===== src/rtl/spi_frame_receiver.sv =====
// SPI slave deserializer: oversamples sclk_n/cs_n/mosi in the clk domain and
// rebuilds FRAME_BITS-bit frames, delivering the low DATA_BITS as one sample.
module spi_frame_receiver #(
    parameter int FRAME_BITS  = 16,
    parameter int DATA_BITS   = 12,
    parameter int SYNC_STAGES = 2
) (
    input  logic                 clk,
    input  logic                 rst_a,
    input  logic                 ena,
    input  logic                 sclk_n,
    input  logic                 cs_n,
    input  logic                 mosi,
    output logic [DATA_BITS-1:0] sample,
    output logic                 sample_vld,
    output logic                 frame_err,
    output logic                 busy,
    output logic [7:0]           frame_cnt
);
    localparam int CW = $clog2(FRAME_BITS + 1);

    typedef enum logic [1:0] {IDLE, SHIFT, ERR} state_t;

    state_t                 state, state_nxt;
    logic [CW-1:0]          cnt, cnt_nxt, cnt_tmp;
    logic [FRAME_BITS-1:0]  shift, shift_nxt;
    logic [DATA_BITS-1:0]   sample_nxt;
    logic                   vld_nxt, err_nxt;
    logic [7:0]             fcnt_nxt;

    logic [SYNC_STAGES-1:0] sclk_sync, cs_sync, mosi_sync;
    logic                   sclk_prev;
    logic                   sclk_s, cs_s, mosi_s, cap;

    // Lines idle high, so the synchronizers preset to 1 to avoid a false edge out of reset.
    always_ff @(posedge clk) begin
        if (rst_a) begin
            sclk_sync <= '1;
            cs_sync   <= '1;
            mosi_sync <= '1;
            sclk_prev <= 1'b1;
        end else begin
            sclk_sync <= {sclk_sync[SYNC_STAGES-2:0], sclk_n};
            cs_sync   <= {cs_sync[SYNC_STAGES-2:0], cs_n};
            mosi_sync <= {mosi_sync[SYNC_STAGES-2:0], mosi};
            sclk_prev <= sclk_s;
        end
    end

    assign sclk_s = sclk_sync[SYNC_STAGES-1];
    assign cs_s   = cs_sync[SYNC_STAGES-1];
    assign mosi_s = mosi_sync[SYNC_STAGES-1];
    assign cap    = sclk_s & ~sclk_prev;

    always_comb begin
        state_nxt  = state;
        cnt_nxt    = cnt;
        cnt_tmp    = cnt;
        shift_nxt  = shift;
        sample_nxt = sample;
        vld_nxt    = 1'b0;
        err_nxt    = 1'b0;
        fcnt_nxt   = frame_cnt;
        if (!ena) begin
            state_nxt = IDLE;
            cnt_nxt   = '0;
        end else begin
            case (state)
                IDLE: begin
                    if (!cs_s) begin
                        state_nxt = SHIFT;
                        cnt_nxt   = '0;
                    end
                end
                SHIFT: begin
                    // The bit is taken first; the cs_n rule then sees the updated counter.
                    if (cap) begin
                        shift_nxt = {shift[FRAME_BITS-2:0], mosi_s};
                        if (cnt == CW'(FRAME_BITS - 1)) begin
                            sample_nxt = shift_nxt[DATA_BITS-1:0];
                            vld_nxt    = 1'b1;
                            fcnt_nxt   = frame_cnt + 8'd1;
                            cnt_tmp    = '0;
                        end else begin
                            cnt_tmp = cnt + 1'b1;
                        end
                    end
                    cnt_nxt = cnt_tmp;
                    if (cs_s) begin
                        state_nxt = IDLE;
                        err_nxt   = (cnt_tmp != '0);
                        cnt_nxt   = '0;
                    end
                end
                ERR: begin
                    state_nxt = IDLE;
                    cnt_nxt   = '0;
                end
                default: begin
                    state_nxt = IDLE;
                    cnt_nxt   = '0;
                end
            endcase
        end
    end

    always_ff @(posedge clk) begin
        if (rst_a) begin
            state      <= IDLE;
            cnt        <= '0;
            shift      <= '0;
            sample     <= '0;
            sample_vld <= 1'b0;
            frame_err  <= 1'b0;
            busy       <= 1'b0;
            frame_cnt  <= '0;
        end else begin
            state      <= state_nxt;
            cnt        <= cnt_nxt;
            shift      <= shift_nxt;
            sample     <= sample_nxt;
            sample_vld <= vld_nxt;
            frame_err  <= err_nxt;
            busy       <= (state_nxt != IDLE);
            frame_cnt  <= fcnt_nxt;
        end
    end
endmodule


===== config.mk =====
export PLATFORM = sky130hd
export DESIGN_NAME = spi_frame_receiver
export DESIGN_NICKNAME = d
export VERILOG_FILES = /design/src/rtl/spi_frame_receiver.sv
export SDC_FILE = /design/constraint.sdc
export NUM_CORES = 1
export LEC_CHECK = 0
export ABC_CLOCK_PERIOD_IN_PS = 2100
export CAP_MARGIN = 20
export CORE_MARGIN = 3
export CORE_UTILIZATION = 49
export CTS_BUF_LIST = sky130_fd_sc_hd__clkbuf_2 sky130_fd_sc_hd__clkbuf_4 sky130_fd_sc_hd__clkbuf_8
export CTS_CLUSTER_DIAMETER = 120
export DETAILED_ROUTE_END_ITERATION = 6
export PLACE_DENSITY = 0.77
export SETUP_SLACK_MARGIN = 0.02
export SKIP_LAST_GASP = 1
export SYNTH_ARGS = -nofsm -noshare
export SYNTH_HDL_FRONTEND = slang
export SYNTH_SLANG_ARGS = --single-unit

===== constraint.sdc =====
create_clock -name clk -period 2.1 [get_ports clk]
set_input_delay 0.21 -clock clk [delete_from_list [all_inputs] [get_ports clk]]
set_output_delay 0.21 -clock clk [all_outputs]
set_load 0.05 [all_outputs]

; ---- Word-level counts from Yosys, hierarchy flattened
; Cells that the tools add are included.
; W data, S select, Z words.
[totals]
register_bits = 48
[classes]
n_addsub = 2
n_bitwise = 6
reduce_logical = 8
eq_ne = 3
n_mux = 12
[ops]
columns = op, n
row1 = $mux W5, 6
row2 = $pmux W5 S2, 1
row3 = $add A8 B1 Y8 const B, 1
row4 = $reduce_or A4 Y1, 2
row5 = $mux W2, 3
row6 = $add A5 B1 Y5 const B, 1
row7 = $eq A5 B4 Y1 const B, 1
row8 = $not A1 Y1, 5
row9 = $reduce_bool A5 Y1, 1
row10 = $pmux W2 S2, 1
row11 = $reduce_and A4 Y1, 1
row12 = $reduce_and A3 Y1, 1
row13 = $eq A2 B1 Y1 const B, 1
row14 = $logic_not A2 Y1, 1
row15 = $ne A2 B2 Y1 const B, 1
row16 = $reduce_bool A2 Y1, 1
row17 = $reduce_or A2 Y1, 1
row18 = $and A1 B1 Y1, 1
row19 = $mux W1, 1

; ---- Longest topological paths before layout
[depth]
ltp_word = 7
depth_mapped = 7
ltp_nobuf = 5

; ---- Worst setup path before layout
; No wires, ideal clock.
[synth_timing]
kind = register to register
start = register cnt[0]
end = register frame_cnt[6]
path_stages_with_launch = 7
path_buffers = 1
path_slack_ns = 0.065
required_time_ns = 2.030
t_arrival_ns = 1.965
setup_ns = 0.070
cell_sequence = dfxtp_1 -> ha_1 -> nand4b_4 -> or3_1 -> buf_2 -> or4_1 -> a21oi_1
[synth_via]
elab_chain_len = 2
[synth_rtl]
columns = item, line_no
row1 = "start, declared", 25  ; logic [CW-1:0] cnt, cnt_nxt, cnt_tmp;
row2 = "start signal, assigned", 119  ; cnt <= cnt_nxt;
row3 = $eq A5 B4 Y1, 79  ; if (cnt == CW'(FRAME_BITS - 1)) begin
row4 = $reduce_and A4 Y1 (no line), --
row5 = "end signal, assigned", 125  ; frame_cnt <= fcnt_nxt;
row6 = "end, declared", 18  ; output logic [7:0] frame_cnt
; No other way between the ends.
; A chain may end at the register's enable or synchronous reset.

; ---- Final worst setup path
; Same ends and word-level chain as after synthesis.

==> reports/results.ini <==
[setup_path]
reg2reg_from = cnt[0]$_SDFFE_PP0P_
cp.required_ps = 2340
crit_type = register to register
startpoint_type = register
setup.worst_path.start = cnt[0]$_SDFFE_PP0P_
path_cells = ha_1 > nand4b_4 > or3_1 > or4_1 > a21oi_1
cp.arrival_ps = 2180
worst_r2r_path_depth = 5
cp_slowest_cell = or4_1
cp_slowest_stage_delay_ps = 520
crit_fanout = 6
cp-end-kind = register

[synth]
synth_fp_nets = 225
ys_top_cells_by_count = 53 x nand2_1, 48 x dfxtp_1, 30 x a21oi_1
netlist_top_cells_area = dfxtp_1 52%, nand2_1 11%, a21oi_1 8.1%
yosysMostFrequentCell = nand2_1
seq_area_frac_synth_pct = 52.1
yosys.area.top_type = dfxtp_1
syn_inst = 217
syn_area_per_cell_um2 = 8.50
synth_ff_type = dfxtp_1
synth_area_um2 = 1840
synth_top_area_share_pct = 52.1
synth_cell_types = 31
async_flop_share_pct = 0
synth-edff-count = 0
synth_warnings = 0
ys_ff_latch = 48

[final_layout]
fin_util_pct = 67.6
drive_gt1_share_pct = 11.6
design_area_um2 = 2340
fillers = 303
synthToLayoutAreaGrowth_pct = 27.1
instances_no_fill = 296
nets = 257
num_antenna_cells = 0

[timing]
min_period_over_period_pct = 92.3
grt_setup_unrepaired = false
finClkSkew_ps = 8.89
worstMarginPinSlew_ps = 591
drv_slew = 0
min_period_ps = 1940
hold_viol_final = 0
slew_headroom_pct = 60.5
setup-violations-final = 0
fmax_mhz = 516
finalSetupTns_ps = 0

[clock_tree]
cts_hold_repair.buffers = 0
numClockSinks = 48
cts.htree.levels = 2
path_clk_slew_ps = 90
cts-root-buf = clkbuf_8
cts_buffers = 5
post_cts_buffers = 0
cts_tree = yes
cts_max_path_buffers = 2
cts_resized = 0
clock_latency_ps = 300

[detailed_routing]
viasPerCell = 5.10
drt_iter0_markers = 88
num_vias = 1510
drt-total-wl_mm = 3.50
drcViolationCount = 0
ant_nets = 0
first_pass_iters = 4
routedWlPerCell_um = 11.8

[job]
max_cap_violations = 0

[worst_hold_path]
hold_path_depth = 1
hp-start = mosi_sync[0]$_SDFF_PP1_
min-delay-path-class = register to register

[global_route]
grt_pass1_wl_mm = 6.07
grt_start_max_net_pins = 26
grt_pass1_vias = 1381
track_usage_pct = 17.9
grt_overflow = 0
antenna_found_initial = 0

[power_and_ir_drop]
p_per_area_nw_per_um2 = 743
p_leak_nw = 0.821
p_total_mw = 1.74
ir_worst_vdd_mv = 0.458

[die]
coreArea_um2 = 3470
initial_core_util_pct = 53.2
die_h_um = 67.4
ioPinCount = 29
rows = 21
die_width_um = 67.4
die_area_um2 = 4540

[place]
port_buffers = 28
dpl.cell_count = 288
place_congestion = 0.804
placed_area_um2 = 2200
dp_hpwl_mm = 2.40

[status]
status = completed

==> per-stage QoR <==
stage	hold WS, ps	setup WS [ps]
after floorplan	314	64.6
after global placement	391	184
after detailed placement	396	173
after CTS	417	157
after global routing	435	38.1
final	416	162
==> critical path, delay by kind of cell (launching register included) <==
| kind | cells | cell delay (ps) |
|---|---|---|
| fa+ha+maj | 1 | 250 |
| flops | 1 | 410 |
| compound gates | 1 | 140 |
| simple gates | 3 | 1090 |
==> final cells by class <==
type | count | area (um^2) | share of cell area (%)
timing repair buffer | 37 | 348 | 14.8
multi-input combinational | 156 | 837 | 35.7
sequential | 48 | 961 | 41.0
inverter | 1 | 3.75 | 0.160
clock buffer | 5 | 68.8 | 2.93
tap | 46 | 57.6 | 2.45
clock inverter | 3 | 68.8 | 2.93
==> routing by layer <==
layer,vias up,GRT usage (%),routed length [um]
met5,-,0,0
met4,0,9.87,57
met3,6,3.99,150
met2,32,26.4,1570
met1,682,24.2,1720
li1,790,-,-
==> layout by cell type (no fill, tap or decap), types with 5 or more instances in the layout <==
cell type / n
a21oi_1: 30
or2_2: 7
nand2_1: 53
dfxtp_1: 48
nor2b_1: 6
nor2_1: 14
nand3_1: 7
buf_4: 9
clkbuf_8: 5
clkdlybuf4s50_1: 28
==> state kept, by name, indices dropped and copies added (netlist names) <==
name / cells
busy: 1
cnt: 5
cs_sync: 2
frame_cnt: 8
frame_err: 1
mosi_sync: 2
sample: 12
sample_vld: 1
sclk_prev: 1
sclk_sync: 2
shift: 11
state: 2
==> kinds of logic after synthesis <==
family	after synthesis	synth area share [%]
flip-flops	48	52.1
AO/OA/AOI/OAI	42	12.9
XOR/XNOR	4	1.90
AND/OR/NAND/NOR	105	27.5
buffers and inverters	13	2.85
multiplexers	2	1.22
adder cells (fa/ha/maj)	2	1.36
other	1	0.203
==> report_power, final <==
| group | internal [mW] | switching, mW | total, mW |
|---|---|---|---|
| combinational | 0.0197 | 0.0232 | 0.0428 |
| sequential | 0.916 | 0.00385 | 0.920 |
| clock | 0.479 | 0.300 | 0.779 |
| total | 1.41 | 0.327 | 1.74 |
==> path summary, 6_finish.rpt <==
check / end / slack [ps]
setup / recovery: frame_cnt[6]$_SDFFE_PP0P_ / 160
hold reg to reg: mosi_sync[1]$_SDFF_PP1_ / 420
setup reg to reg: frame_cnt[6]$_SDFFE_PP0P_ / 160
hold / removal: mosi_sync[1]$_SDFF_PP1_ / 420
No activity file was read; power rests on OpenSTA's default activity.
